## config.mk

```make
export PLATFORM = sky130hd
export DESIGN_NAME = midi_voice_allocator
export DESIGN_NICKNAME = d
export VERILOG_FILES = /design/src/rtl/midi_voice_allocator.sv
export SDC_FILE = /design/constraint.sdc
export NUM_CORES = 1
export LEC_CHECK = 0
export BUFFER_PORTS_ARGS = -buffer_cell sky130_fd_sc_hd__buf_2
export CORE_MARGIN = 5
export CORE_UTILIZATION = 31
export CTS_CLUSTER_DIAMETER = 120
export DETAILED_ROUTE_END_ITERATION = 12
export HOLD_SLACK_MARGIN = 0.06
export PLACE_DENSITY = 0.58
export SYNTH_ARGS = -nofsm -noshare
export SYNTH_HDL_FRONTEND = slang
export SYNTH_SLANG_ARGS = --single-unit
```

## constraint.sdc

```tcl
create_clock -name clk -period 13.2 [get_ports clk]
set_clock_uncertainty 0.15 [all_clocks]
set_input_delay 1.32 -clock clk [delete_from_list [all_inputs] [get_ports clk]]
set_output_delay 1.32 -clock clk [all_outputs]
set_load 0.01 [all_outputs]
```

## src/rtl/midi_voice_allocator.sv

```systemverilog
// midi_voice_allocator: scan-based polyphonic voice scheduler (retrigger, free-slot, oldest-steal).
// Optional feature macro VOICE_STEAL_EN: when all voices sound, a note_on steals the oldest voice.
module midi_voice_allocator #(
   parameter int NUM_VOICES = 4
) (
   input  logic                    clk,
   input  logic                    reset,
   input  logic [7:0]              note_in,
   input  logic                    note_on,
   input  logic                    note_off,
   output logic                    ready,
   output logic [8*NUM_VOICES-1:0] voice_note,
   output logic [NUM_VOICES-1:0]   voice_active,
   output logic [7:0]              mono_note,
   output logic                    stole,
   output logic                    dropped
);
   localparam int IW = $clog2(NUM_VOICES);
   localparam logic [IW-1:0] LAST = IW'(NUM_VOICES - 1);

   typedef enum logic [1:0] {IDLE, SCAN, COMMIT} state_t;
   state_t state, state_nxt;

   logic [IW-1:0] idx;
   logic [7:0]    ev_note;
   logic          ev_off;
   logic          hit_found, free_found;
   logic [IW-1:0] hit_idx, free_idx;
`ifdef VOICE_STEAL_EN
   logic          old_found;
   logic [IW-1:0] old_idx, old_age;
   logic          stole_r;
`endif

   logic [7:0]            notes     [NUM_VOICES];
   logic [IW-1:0]         ages      [NUM_VOICES];
   logic [NUM_VOICES-1:0] active;
   logic [7:0]            notes_nxt [NUM_VOICES];
   logic [IW-1:0]         ages_nxt  [NUM_VOICES];
   logic [NUM_VOICES-1:0] active_nxt;
   logic [7:0]            mono_r, mono_nxt;
   logic                  mono_found;
   logic [IW-1:0]         mono_age;
   logic                  steal_nxt, full_drop, dropped_r;

   logic event_in, accept, reject;
   assign event_in = note_on | note_off;
   assign accept   = (state == IDLE) && event_in && !note_in[7];
   assign reject   = event_in && !accept;

   function automatic logic [IW-1:0] age_inc(input logic [IW-1:0] a);
      return (a == LAST) ? a : a + IW'(1);
   endfunction

   always_ff @(posedge clk) begin
      if (reset) state <= IDLE;
      else       state <= state_nxt;
   end

   always_comb begin
      state_nxt = state;
      case (state)
         IDLE:    if (accept) state_nxt = SCAN;
         SCAN:    if (idx == LAST) state_nxt = COMMIT;
         COMMIT:  state_nxt = IDLE;
         default: state_nxt = IDLE;
      endcase
   end

   // Commit decision: next voice table computed from the scan results.
   always_comb begin
      notes_nxt  = notes;
      ages_nxt   = ages;
      active_nxt = active;
      steal_nxt  = 1'b0;
      full_drop  = 1'b0;
      if (state == COMMIT) begin
         if (ev_off) begin
            for (int v = 0; v < NUM_VOICES; v++) begin
               if (active[v] && notes[v] == ev_note) begin
                  active_nxt[v] = 1'b0;
                  notes_nxt[v]  = 8'd0;
                  ages_nxt[v]   = '0;
               end
            end
         end else if (hit_found) begin
            for (int v = 0; v < NUM_VOICES; v++) begin
               if (IW'(v) == hit_idx)
                  ages_nxt[v] = '0;
               else if (active[v] && ages[v] < ages[hit_idx])
                  ages_nxt[v] = age_inc(ages[v]);
            end
         end else if (free_found) begin
            for (int v = 0; v < NUM_VOICES; v++) begin
               if (IW'(v) == free_idx) begin
                  notes_nxt[v]  = ev_note;
                  active_nxt[v] = 1'b1;
                  ages_nxt[v]   = '0;
               end else if (active[v]) begin
                  ages_nxt[v] = age_inc(ages[v]);
               end
            end
         end else begin
`ifdef VOICE_STEAL_EN
            steal_nxt = old_found;
            for (int v = 0; v < NUM_VOICES; v++) begin
               if (IW'(v) == old_idx) begin
                  notes_nxt[v] = ev_note;
                  ages_nxt[v]  = '0;
               end else begin
                  ages_nxt[v] = age_inc(ages[v]);
               end
            end
`else
            full_drop = 1'b1;
`endif
         end
      end
   end

   // Most recently allocated voice is the active one with the smallest age.
   always_comb begin
      mono_nxt   = 8'd0;
      mono_found = 1'b0;
      mono_age   = '0;
      for (int v = 0; v < NUM_VOICES; v++) begin
         if (active_nxt[v] && (!mono_found || ages_nxt[v] < mono_age)) begin
            mono_found = 1'b1;
            mono_age   = ages_nxt[v];
            mono_nxt   = notes_nxt[v];
         end
      end
   end

   always_ff @(posedge clk) begin
      if (reset) begin
         idx        <= '0;
         ev_note    <= 8'd0;
         ev_off     <= 1'b0;
         hit_found  <= 1'b0;
         free_found <= 1'b0;
         hit_idx    <= '0;
         free_idx   <= '0;
`ifdef VOICE_STEAL_EN
         old_found  <= 1'b0;
         old_idx    <= '0;
         old_age    <= '0;
         stole_r    <= 1'b0;
`endif
         for (int v = 0; v < NUM_VOICES; v++) begin
            notes[v] <= 8'd0;
            ages[v]  <= '0;
         end
         active    <= '0;
         mono_r    <= 8'd0;
         dropped_r <= 1'b0;
      end else begin
         dropped_r <= reject | full_drop;
`ifdef VOICE_STEAL_EN
         stole_r   <= steal_nxt;
`endif
         case (state)
            IDLE: begin
               if (accept) begin
                  ev_note    <= note_in;
                  ev_off     <= note_off;
                  idx        <= '0;
                  hit_found  <= 1'b0;
                  free_found <= 1'b0;
`ifdef VOICE_STEAL_EN
                  old_found  <= 1'b0;
`endif
               end
            end
            SCAN: begin
               idx <= idx + IW'(1);
               if (active[idx] && notes[idx] == ev_note && !hit_found) begin
                  hit_found <= 1'b1;
                  hit_idx   <= idx;
               end
               if (!active[idx] && !free_found) begin
                  free_found <= 1'b1;
                  free_idx   <= idx;
               end
`ifdef VOICE_STEAL_EN
               if (active[idx] && (!old_found || ages[idx] > old_age)) begin
                  old_found <= 1'b1;
                  old_idx   <= idx;
                  old_age   <= ages[idx];
               end
`endif
            end
            COMMIT: begin
               for (int v = 0; v < NUM_VOICES; v++) begin
                  notes[v] <= notes_nxt[v];
                  ages[v]  <= ages_nxt[v];
               end
               active <= active_nxt;
               mono_r <= mono_nxt;
            end
            default: ;
         endcase
      end
   end

   always_comb begin
      voice_note = '0;
      for (int v = 0; v < NUM_VOICES; v++) voice_note[8*v +: 8] = notes[v];
   end

   assign ready        = (state == IDLE);
   assign voice_active = active;
   assign mono_note    = mono_r;
   assign dropped      = dropped_r;
`ifdef VOICE_STEAL_EN
   assign stole        = stole_r;
`else
   assign stole        = 1'b0;
`endif

endmodule

```

# == Word-level counts from Yosys, hierarchy flattened ==
# Cells that the tools add are included.
# totals
register_bits,72
in_bits,12
# classes
n_addsub,5
magnitude_cmp,10
eq_ne,22
mux,83
bitwise_logic,4
n_reduce_logical,39
# op_table
cell,n
$mux 8,18
$mux 32,3
$mux 2,32
$eq 8x8->1,5
$mux 1,19
$logic_and 1x1->1,17
$bmux 8 s2,1
$mux 4,4
$lt 2x2->1,7
$eq 2x2->1 const B,6
$add 2x1->2 const B,5
$reduce_and 2->1,5
$eq 2x2->1 const A,4
$logic_not 1->1,8
$pmux 2 s2,2
$ge 3x3->1 const B,2
$logic_not 2->1,3
$ne 2x2->1 const B,3
$not 2->3,2
$reduce_and 3->1,2
$bmux 2 s2,1
$eq 1x2->1 const A,2
$pmux 1 s2,2
$logic_or 1x1->1,3
6 further kinds,7

# == Depth between registers and ports, before layout ==
# Gate-level depths: netlist (run 1).
# depth
depth_word,24
ltp_mapped,28
ltp_nobuf,25

# == Worst setup path before layout (run 1) ==
# OpenSTA, ideal clock, no wires.
# synth_path
kind,reg-to-reg
startpoint,register hit_idx[0]
endpoint,register mono_r[3] (netlist: mono_note[3])
t_arrival_ps,5180
required_time_ps,12905
path_slack_ps,7725
path_stages_with_launch,28
n_path_buf,3
synth_period_minus_slack_ps,5475
cell_sequence,dfxtp_1 > buf_4 > mux4_2 > inv_1 > ha_1 > o311ai_0 > a21oi_1 > o21ai_0 > a32oi_1 > nor2b_1 > inv_1 > ha_1 > o211ai_1 > nand2_2 > mux2i_1 > ha_1 > or2_2 > a21o_1 > o41ai_2 > buf_6 > nand2b_1 > nand2_1 > ha_1 > or2_2 > o41ai_2 > and2_1 > buf_4 > a221oi_2
# synth_between
elab_chain_cells,24
elab_cells_between_ends,46
classes_between,order compare (7); eq/ne (3); mux (22); bitwise (1); reduce/logical (13)
# synth_lines
item,line,rtl
"start, declared",28,"logic [IW-1:0] hit_idx, free_idx;"
"start signal, assigned",179,hit_idx <= idx;
$not 2->3 (not written as such),90,else if (active[v] && ages[v] < ages[hit_idx])
$bmux 2 s2,90,
$mux 2 (not written as such) (2 in series),90,
$lt 2x2->1,90,
$logic_and 1x1->1,90,
$mux 2,90,
$mux 2,88,if (IW'(v) == hit_idx)
$mux 8 *,86,end else if (hit_found) begin
[... 7 more ...],n/a,
$lt 2x2->1 or $logic_not 1->1 (tied branches),127,if (active_nxt[v] && (!mono_found || ages_nxt[v] < mono_age)) begin
$logic_or 1x1->1,127,
$logic_and 1x1->1,127,
$mux 2 or $mux 1 (tied branches),127,
$lt 2x2->1 or $logic_not 1->1 (tied branches),127,
$logic_or 1x1->1,127,
$logic_and 1x1->1,127,
$mux 8 *,127,
"end signal, assigned",199,mono_r <= mono_nxt;
"end, declared",41,"logic [7:0] mono_r, mono_nxt;"
# Every way passes the cells marked *; elsewhere a longest branch is shown, timed or not. The select of a mux whose other input is x is not followed.
# A chain may end at the register's enable or synchronous reset.

# == Final worst setup path (run 1) ==
# layout_path
startpoint,register ev_note[2]
endpoint,register mono_r[3] (netlist: mono_note[3])
# layout_between
elab_chain_cells,18
elab_cells_between_ends,47
classes_between,order compare (3); eq/ne (4); mux (27); reduce/logical (13)
# layout_lines
item,line,rtl
"start, declared",25,logic [7:0] ev_note;
"start signal, assigned",165,ev_note <= note_in;
$eq 8x8->1,80,if (active[v] && notes[v] == ev_note) begin
$logic_and 1x1->1,80,
$mux 2 or $mux 1 (tied branches),80,
$mux 8 or $mux 4 (tied branches),78,if (ev_off) begin
$mux 8 or $mux 4 (tied branches),77,if (state == COMMIT) begin
$mux 2 or $mux 1 (tied branches),127,
$lt 2x2->1 or $logic_not 1->1 (tied branches),127,
$logic_or 1x1->1,127,
[... 2 more ...],n/a,
$lt 2x2->1 or $logic_not 1->1 (tied branches),127,
$logic_or 1x1->1,127,
$logic_and 1x1->1,127,
$mux 2 or $mux 1 (tied branches),127,
$lt 2x2->1 or $logic_not 1->1 (tied branches),127,
$logic_or 1x1->1,127,
$logic_and 1x1->1,127,
$mux 8 *,127,
# Every way passes the cells marked *; elsewhere a longest branch is shown, timed or not.

==> impl_metrics.tcl, run 1 <==
set metrics [dict create \
    power.leakage_nw 2.32 \
    final_area_sq_um 5900 \
    synthTopCellsByCount "nand2_1 (84), dfxtp_1 (72), nor2_1 (70)" \
    setup_viol 0 \
    clk_latency_ps 350 \
    initialDrtViolationCount 367 \
    drive_gt1_share_pct 17.5 \
    synth_nets 668 \
    grt_pass1_vias 4705 \
    n_fill_cell 1720 \
    cts_tree "done" \
    numPortBuffers 57 \
    cp_max_fo 12 \
    clock_sinks 72 \
    setup-tns-final_ps 0 \
    synthArstFlopShare_pct 0 \
    grt_setup_unrepaired "false" \
    syn_inst 648 \
    powerDensity_nw_per_um2 91.3 \
    die_y_um 140 \
    clkTransAtPathRegs_ps 60 \
    gr-total-overflow 0 \
    ir_drop_mv 0.0604 \
    path_class "reg2reg" \
    syn_area_sq_um 5220 \
    drcViolationCount 0 \
    vias 4939 \
    clock_path_buffers 2 \
    antenna_found_initial 0 \
    drv_cap 0 \
    cts.repair.resized 0 \
    cts_made_buffers 9 \
    yosys_warnings 0 \
    ant_nets 0 \
    nNetsFinal 691 \
    syn2layout_area_growth_pct 13.1 \
    tightest_slew_ps 1220 \
    synth_top_area_share_pct 27.6 \
    status "finished clean" \
    synth_edf_count 0 \
    startpoint_type "register" \
    n_antenna_cell 0 \
    firstDrtPassIters 5 \
    worstPathArrival_ps 6720 \
    htree_levels 3 \
    postSynthAreaPerCell_sq_um 8.05 \
    fin_util_pct 35.7 \
    wirelength_um 16200 \
    synthTopCellsByArea "dfxtp_1 (28%), mux2i_1 (7.7%), nand2_1 (6.0%)" \
    synth_seq_cells 72 \
    hp-class "reg2reg" \
    synth_most_common_cell "nand2_1" \
    setup_ws_ps 6540 \
    cts_root_buf "clkbuf_16" \
    grt_max_degree 59 \
    endpoint_kind "register" \
    yosysTopAreaCell "dfxtp_1" \
    ctsHoldBuffers 0 \
    required_ps 13250 \
    dieArea_sq_um 19500 \
    report.final.slew_viol_count 0 \
    layout.cells.non_filler 896 \
    fin_crit_sh_pct 50.5 \
    dp.final_hpwl_um 11800 \
    grt_use_total_pct 16.7 \
    ys_seq_area_share_pct 27.6 \
    viasPerCell 5.51 \
    grt_pass1_wl_um 26300 \
    fmax_mhz 150 \
    cts_setup_buffers 0 \
    slew_headroom_pct 17.8 \
    synth_ff_type "dfxtp_1" \
    finalWeightedCongestion 0.896 \
    placed_cells 880 \
    core_sq_um 16500 \
    ios 59 \
    wl_per_cell_um 18.0 \
    min_period_ps 6660 \
    start_util_pct 31.6 \
    ys_types 74 \
    hold_viol 0 \
    place_ws_ps 6540 \
    die_w_um 140 \
    rows 47 \
    dpl_cell_area_sq_um 5590 \
]
==> cells by family (layout without fill, tap and decap cells) <==
family / Yosys count / in the layout / share of synthesized area (%)
AO/OA/AOI/OAI: 181 / 181 / 24.2
XOR/XNOR: 38 / 38 / 6.52
adder cells (fa/ha/maj): 8 / 8 / 1.92
buffers and inverters: 65 / 93 / 5.66
flip-flops: 72 / 72 / 27.6
multiplexers: 50 / 50 / 11.8
other: 1 / 1 / 0.0719
AND/OR/NAND/NOR: 233 / 233 / 22.3
==> flip-flops by register name (all words and copies together), names as in the netlist <==
register      count
voice_note       32
ages              8
ev_note           8
mono_note         8
voice_active      4
free_idx          2
hit_idx           2
idx               2
state             2
dropped           1
ev_off            1
free_found        1
hit_found         1
==> where the power goes <==
group	switching, mW	internal [mW]	total, mW
sequential	0.00919	0.220	0.230
clock	0.0916	0.170	0.262
combinational	0.0297	0.0177	0.0473
total	0.130	0.408	0.539
==> placed cells by master, fill, tap and decap left out, drive strengths merged, types with 6 or more instances in the layout <==
cell and count:
ha 8, nand2 85, a22oi 12, mux4 9
nor2b 9, mux2i 40, and2 9, xor2 21
a31oi 17, nor4 6, clkbuf 13, a21o 12
nand2b 11, inv 15, nand4 6, a21oi 59
a221oi 9, nor2 71, a211oi 13, xnor2 17
o21ai 31, dfxtp 72, buf 62
==> critical path: stages (launching register included) <==
cell and delay [ps]:
dfxtp_1 730, xor2_1 290, nor4_4 80, a31oi_1 560, nand2b_1 410, a32oi_1 120, nor2b_1 200, inv_1 60
ha_1 280, o211ai_1 100, nand2_2 270, mux2i_1 180, ha_1 250, o41ai_2 1090, nand2b_1 210, nand2_1 60
ha_1 180, or2_2 300, o41ai_2 370, and2_1 470, a221oi_2 130
==> cell type report <==
cell class / instances / area (sq um) / area share [%]
multi-input cells: 511 / 3490 / 59.1
flip-flops and latches: 72 / 1440 / 24.4
repair buffers: 62 / 323 / 5.47
well taps: 220 / 275 / 4.66
clock buffers: 13 / 250 / 4.24
clock inverters: 3 / 65.1 / 1.10
inverters: 15 / 56.3 / 0.954
==> worst paths after layout <==
path | start | end | slack (ps) | cells after the start
worst max-delay path | ev_note[2] | mono_note[3] | 6540 | 20
worst min-delay path | voice_note[22] | voice_note[22] | 390 | 2
worst max register to register | ev_note[2] | mono_note[3] | 6540 | 20
worst min register to register | voice_note[22] | voice_note[22] | 390 | 2
==> stage by stage <==
step / total power, mW / hold WS (ps)
after floorplan: 0.269 / 365
after global placement: 0.281 / 371
after detailed placement: 0.282 / 374
after CTS: 0.546 / 383
after global routing: 0.559 / 436
final: 0.539 / 386
==> per-layer routing <==
layer | vias to the layer above | share of wire, % | GRT usage (%)
met5 | - | 0 | 0
met4 | 0 | 2.4 | 5.86
met3 | 29 | 5.2 | 3.29
met2 | 159 | 46 | 26.1
met1 | 2379 | 46 | 22.8
li1 | 2372 | - | -
(Power assumes the default switching activity.)
==> run 2, diff against run 1 <==
--- a/config.mk
+++ b/config.mk
@@ -11,7 +11,7 @@
 export CTS_CLUSTER_DIAMETER = 120
 export DETAILED_ROUTE_END_ITERATION = 12
 export HOLD_SLACK_MARGIN = 0.06
-export PLACE_DENSITY = 0.58
+export PLACE_DENSITY = 0.59
 export SYNTH_ARGS = -nofsm -noshare
 export SYNTH_HDL_FRONTEND = slang
 export SYNTH_SLANG_ARGS = --single-unit
==> constraint.sdc (replaced) <==
create_clock -name clk -period 5.48 [get_ports clk]
set_clock_uncertainty 0.15 [all_clocks]
set_input_delay 0.548 -clock clk [delete_from_list [all_inputs] [get_ports clk]]
set_output_delay 0.548 -clock clk [all_outputs]
set_load 0.01 [all_outputs]
==> run 2 against run 1 <==
Effect of this change: first-iteration DRC count grew 27%; fmax grew 26%; final area grew 7.7%; worst setup slack lost 6400 ps; power grew to 2.6 times the previous value; non-clock buffer count grew 42; highest routed layer unchanged.
==> impl_metrics.tcl, run 2 (same netlist as run 1, synthesis figures left out) <==
set metrics [dict create \
    grt_use_total_pct 17.1 \
    slowest_stage "mux4_2" \
    fin_crit_sh_pct 96.9 \
    n_antenna_cell 0 \
    setup_viol 0 \
    r2r_cells 26 \
    drcViolationCount 0 \
    viasPerCell 5.43 \
    hold_depth 3 \
    grt_use_met2_pct 27.4 \
    layout_common_cells "nand2_1 (84), nor2_1 (70), dfxtp_1 (69)" \
    dp.final_hpwl_um 12300 \
    cp_max_fo 8 \
    power.leakage_nw 2.55 \
    firstDrtPassIters 5 \
    grt.met1_usage_pct 23.7 \
    p_total_mw 1.38 \
    hold_viol 0 \
    cts_root_buf "clkbuf_16" \
    startpoint_type "register" \
    placed_cells 912 \
    fin_util_pct 38.5 \
    required_ps 5580 \
    endpoint_kind "register" \
    drv_cap 0 \
    met3_usage_pct 2.13 \
    antenna_found_initial 0 \
    drive_gt1_share_pct 24.5 \
    initialDrtViolationCount 465 \
    wl_per_cell_um 18.1 \
    die_w_um 140 \
    setup_ws_ps 172 \
    nNetsFinal 733 \
    slowest_delay_ps 490 \
    hp-class "in2reg" \
    tightest_slew_ps 667 \
    slew_headroom_pct 55.2 \
    place_ws_ps 62.1 \
    core_sq_um 16500 \
    crit_family "compound AO/OA/AOI/OAI gates" \
    layout.cells.non_filler 938 \
    report.final.slew_viol_count 0 \
    dieArea_sq_um 19500 \
    numPortBuffers 57 \
    grt_max_degree 58 \
    start_util_pct 31.6 \
    clkTransAtPathRegs_ps 60 \
    grt_busiest_layer "met2" \
    clock_sinks 72 \
    die_y_um 140 \
    syn2layout_area_growth_pct 21.8 \
    wirelength_um 16900 \
    min_period_ps 5310 \
    vias 5098 \
    status "finished clean" \
    layout_commonest_cell "nand2_1" \
    setup-tns-final_ps 0 \
    fmax_mhz 188 \
    worstPathArrival_ps 5410 \
    powerDensity_nw_per_um2 218 \
    cts_tree "done" \
    cp.depth 26 \
    gr-total-overflow 0 \
    grt_pass1_vias 4921 \
    cts_made_buffers 9 \
    cp.buffers_inverters 4 \
    ant_nets 0 \
    clock_path_buffers 2 \
    ios 59 \
    grt_pass1_wl_um 27300 \
    rows 47 \
    clk_latency_ps 340 \
    path_class "reg2reg" \
    ctsHoldBuffers 0 \
    htree_levels 3 \
    largest_register_ffs 32 \
    finalWeightedCongestion 0.919 \
    ir_drop_mv 0.175 \
]
-- run 2: repair_timing --
action,4_1_cts,5_1_grt
endpoints found under the setup margin,0,8
buffers inserted,0,10
resized for setup,0,21
-- run 2: metrics by stage --
step / cell area (sq um) / hold slack (ps)
finish: 6360 / 296
CTS: 6180 / 289
global route: 6360 / 308
detailed placement: 5830 / 381
floorplan: 5220 / 365
global placement: 5830 / 378
-- run 2: routing by layer --
layer | part of all wire, % | routed length, um | vias to the layer above
met2 | 47 | 7970 | 183
met1 | 46 | 7850 | 2426
li1 | - | - | 2461
met5 | 0 | 0 | -
met4 | 2.1 | 359 | 0
met3 | 4.5 | 766 | 28
-- run 2: worst register-to-register path, delay by kind of cell (launching register included) --
kind / cells / cell delay (ps)
fa+ha+maj: 4 / 920
mux: 2 / 710
compound gates: 9 / 1540
simple gates: 7 / 1010
flops: 1 / 330
buf+inv: 4 / 550
-- run 2: report_power, final --
part           leakage, nW  internal, mW  switching [mW]  total, mW
logic                 1.79        0.0526          0.0841      0.137
registers            0.583         0.531          0.0162      0.547
clock network        0.172         0.469           0.232      0.701
-- run 2: area by class of cell --
cell class / count / area, sq um
Clock buffer: 11 / 253
Clock inverter: 5 / 103
Fill cell: 1653 / 10200
Inverter: 15 / 56.3
Multi-Input combinational cell: 511 / 3580
Sequential cell: 72 / 1450
Tap cell: 220 / 275
Timing Repair Buffer: 104 / 642
-- run 2: final timing paths --
| path | start | end | slack [ps] |
|---|---|---|---|
| hold / removal | note_in[3] | ev_note[3] | 300 |
| setup / recovery | hit_idx[0] | mono_note[3] | 170 |
| setup reg to reg | hit_idx[0] | mono_note[3] | 170 |
| hold reg to reg | voice_note[22] | voice_note[22] | 390 |
==> run 3, diff against run 2 <==
==> config.mk (replaced) <==
export PLATFORM = sky130hd
export DESIGN_NAME = midi_voice_allocator
export DESIGN_NICKNAME = d
export VERILOG_FILES = /design/src/rtl/midi_voice_allocator.sv
export SDC_FILE = /design/constraint.sdc
export NUM_CORES = 1
export LEC_CHECK = 0
export CORE_MARGIN = 5
export CORE_UTILIZATION = 40
export CTS_CLUSTER_DIAMETER = 120
export DETAILED_ROUTE_END_ITERATION = 12
export DONT_BUFFER_PORTS = 1
export HOLD_SLACK_MARGIN = 0.06
export PLACE_DENSITY = 0.66
export SYNTH_ARGS = -nofsm -noshare
export SYNTH_HDL_FRONTEND = slang
export SYNTH_SLANG_ARGS = --single-unit
==> run 3 against run 2 <==
Effect of this change: critical path depth unchanged; clock power is 12% lower; routed wire length is 3.7% lower; via count fell by 2.3%; power fell by 7.0%; combinational power is 12% lower; first-iteration DRC count rose by 4.3%; sequential power about the same; die area is 21% lower; final cell count down 11%; final area fell by 7.3%; global-route usage is 3.6 points higher.
==> impl_metrics.tcl, run 3 (same netlist as run 1, synthesis figures left out) <==
set metrics [dict create \
    status "finished clean" \
    drcViolationCount 0 \
    p_total_mw 1.29 \
    rows 41 \
    place_ws_ps -17.6 \
    grt_max_degree 58 \
    layout_common_cells "nand2_1 (84), nor2_1 (70), dfxtp_1 (69)" \
    min_period_ps 5220 \
    dieArea_sq_um 15400 \
    setup_ws_ps 257 \
    tightest_slew_ps 708 \
    core_sq_um 12700 \
    wirelength_um 16300 \
    hp-class "in2reg" \
    slowest_delay_ps 490 \
    nNetsFinal 673 \
    crit_family "compound AO/OA/AOI/OAI gates" \
    power.leakage_nw 2.23 \
    hp-start "reset" \
    dpl_cell_area_sq_um 5510 \
    grt_use_total_pct 20.8 \
    drv_cap 0 \
    r2r_start "hit_idx[0]" \
    hold_depth 1 \
    viasPerCell 5.99 \
    r2r_cells 26 \
    die_w_um 124 \
    cp_common_cell "ha_1" \
    largest_register_ffs 32 \
    htree_levels 3 \
    antenna_found_initial 0 \
    report.final.slew_viol_count 0 \
    clock_path_buffers 2 \
    endpoint_kind "register" \
    slew_headroom_pct 52.4 \
    ios 59 \
    r2r_setup_slack_ps 260 \
    required_ps 5580 \
    ir_drop_mv 0.165 \
    clock_sinks 72 \
    worstPathArrival_ps 5320 \
    fin_hold_ws_ps 119 \
    powerDensity_nw_per_um2 218 \
    cp.buffers_inverters 3 \
    grt_pass1_vias 4924 \
    cts_made_buffers 9 \
    gr-total-overflow 0 \
    die_y_um 124 \
    ctsHoldBuffers 0 \
    final_area_sq_um 5890 \
    hold_viol 0 \
    drive_gt1_share_pct 16.4 \
    fmax_mhz 191 \
    grt_pass1_wl_um 26500 \
    cp_max_fo 8 \
    hold_path_end "voice_note[20]" \
    start_util_pct 41.0 \
    syn2layout_area_growth_pct 12.9 \
    finalWeightedCongestion 0.967 \
    wl_per_cell_um 19.6 \
    clk_latency_ps 340 \
    numPortBuffers 0 \
    initialDrtViolationCount 485 \
    dp.final_hpwl_um 12100 \
    setup-tns-final_ps 0 \
    cts_tree "done" \
    ant_nets 0 \
    r2r-end "mono_note[1]" \
    startpoint_type "register" \
    slowest_stage "mux4_2" \
    clkTransAtPathRegs_ps 60 \
    layout_commonest_cell "nand2_1" \
    cts_root_buf "clkbuf_16" \
    firstDrtPassIters 6 \
    vias 4980 \
    fin_crit_sh_pct 95.3 \
    setup_viol 0 \
    path_class "reg2reg" \
]
-- run 3: area by class of cell --
| cell class | instances | area (sq um) |
|---|---|---|
| clock inverters | 2 | 35.0 |
| multi-input cells | 511 | 3520 |
| repair buffers | 44 | 330 |
| clock buffers | 14 | 284 |
| flip-flops and latches | 72 | 1450 |
| diodes | 1 | 2.50 |
| well taps | 172 | 215 |
| inverters | 15 | 56.3 |
| fillers | 1277 | 6830 |
-- run 3: what timing repair did --
item,in CTS,in global routing
cloned,0,0
pin swaps,0,7
endpoints found under the hold margin,0,0
setup buffers,0,3
endpoints found under the setup margin,8,8
resized for setup,1,10
-- run 3: report_power, final --
| part | internal (mW) | switching, mW |
|---|---|---|
| Combinational | 0.0477 | 0.0735 |
| Sequential | 0.531 | 0.0163 |
| Clock | 0.401 | 0.217 |
-- run 3: worst max path at each step --
stage,startpoint,cells after the start,slack (ps),endpoint
CTS,hit_idx[0],26,50,mono_note[5]
detailed placement,hit_idx[0],24,-20,mono_note[3]
floorplan,hit_idx[0],27,5,mono_note[3]
global route,hit_idx[0],26,-30,mono_note[3]
global placement,hit_idx[0],24,150,mono_note[3]
finish,hit_idx[0],26,260,mono_note[1]
-- run 3: per-stage QoR --
stage                     cells  util, %
after global placement      811     43.3
final                       831     46.3
after global routing        830     46.3
after floorplan             648        -
after CTS                   827     45.8
after detailed placement    811     43.3
-- run 3: worst reg2reg max path, cell delays in order, from the launching register on --
cell and delay [ps]:
dfxtp_2 330, mux4_2 490, inv_1 90, ha_1 260
o311ai_2 100, a21oi_1 120, o21ai_1 150, a32oi_1 130
nor2b_1 220, inv_1 70, ha_1 290, o211ai_1 100
nand2_2 110, mux2i_2 260, ha_1 260, or2_2 290
a21o_1 200, o41ai_2 60, buf_4 190, or2b_1 220
nand2_1 60, ha_1 150, nor2_1 60, o21bai_2 150
o41ai_4 120, and2_4 240, a221oi_2 270
-- run 3: routing by layer --
| layer | vias up | part of all wire, % | routed length, um | track usage, % |
|---|---|---|---|---|
| li1 | 2337 | - | - | - |
| met3 | 42 | 7.4 | 1210 | 4.37 |
| met2 | 220 | 47 | 7640 | 34.1 |
| met5 | - | 0 | 0 | 0 |
| met4 | 0 | 3.4 | 557 | 9.03 |
| met1 | 2381 | 42 | 6900 | 26.3 |
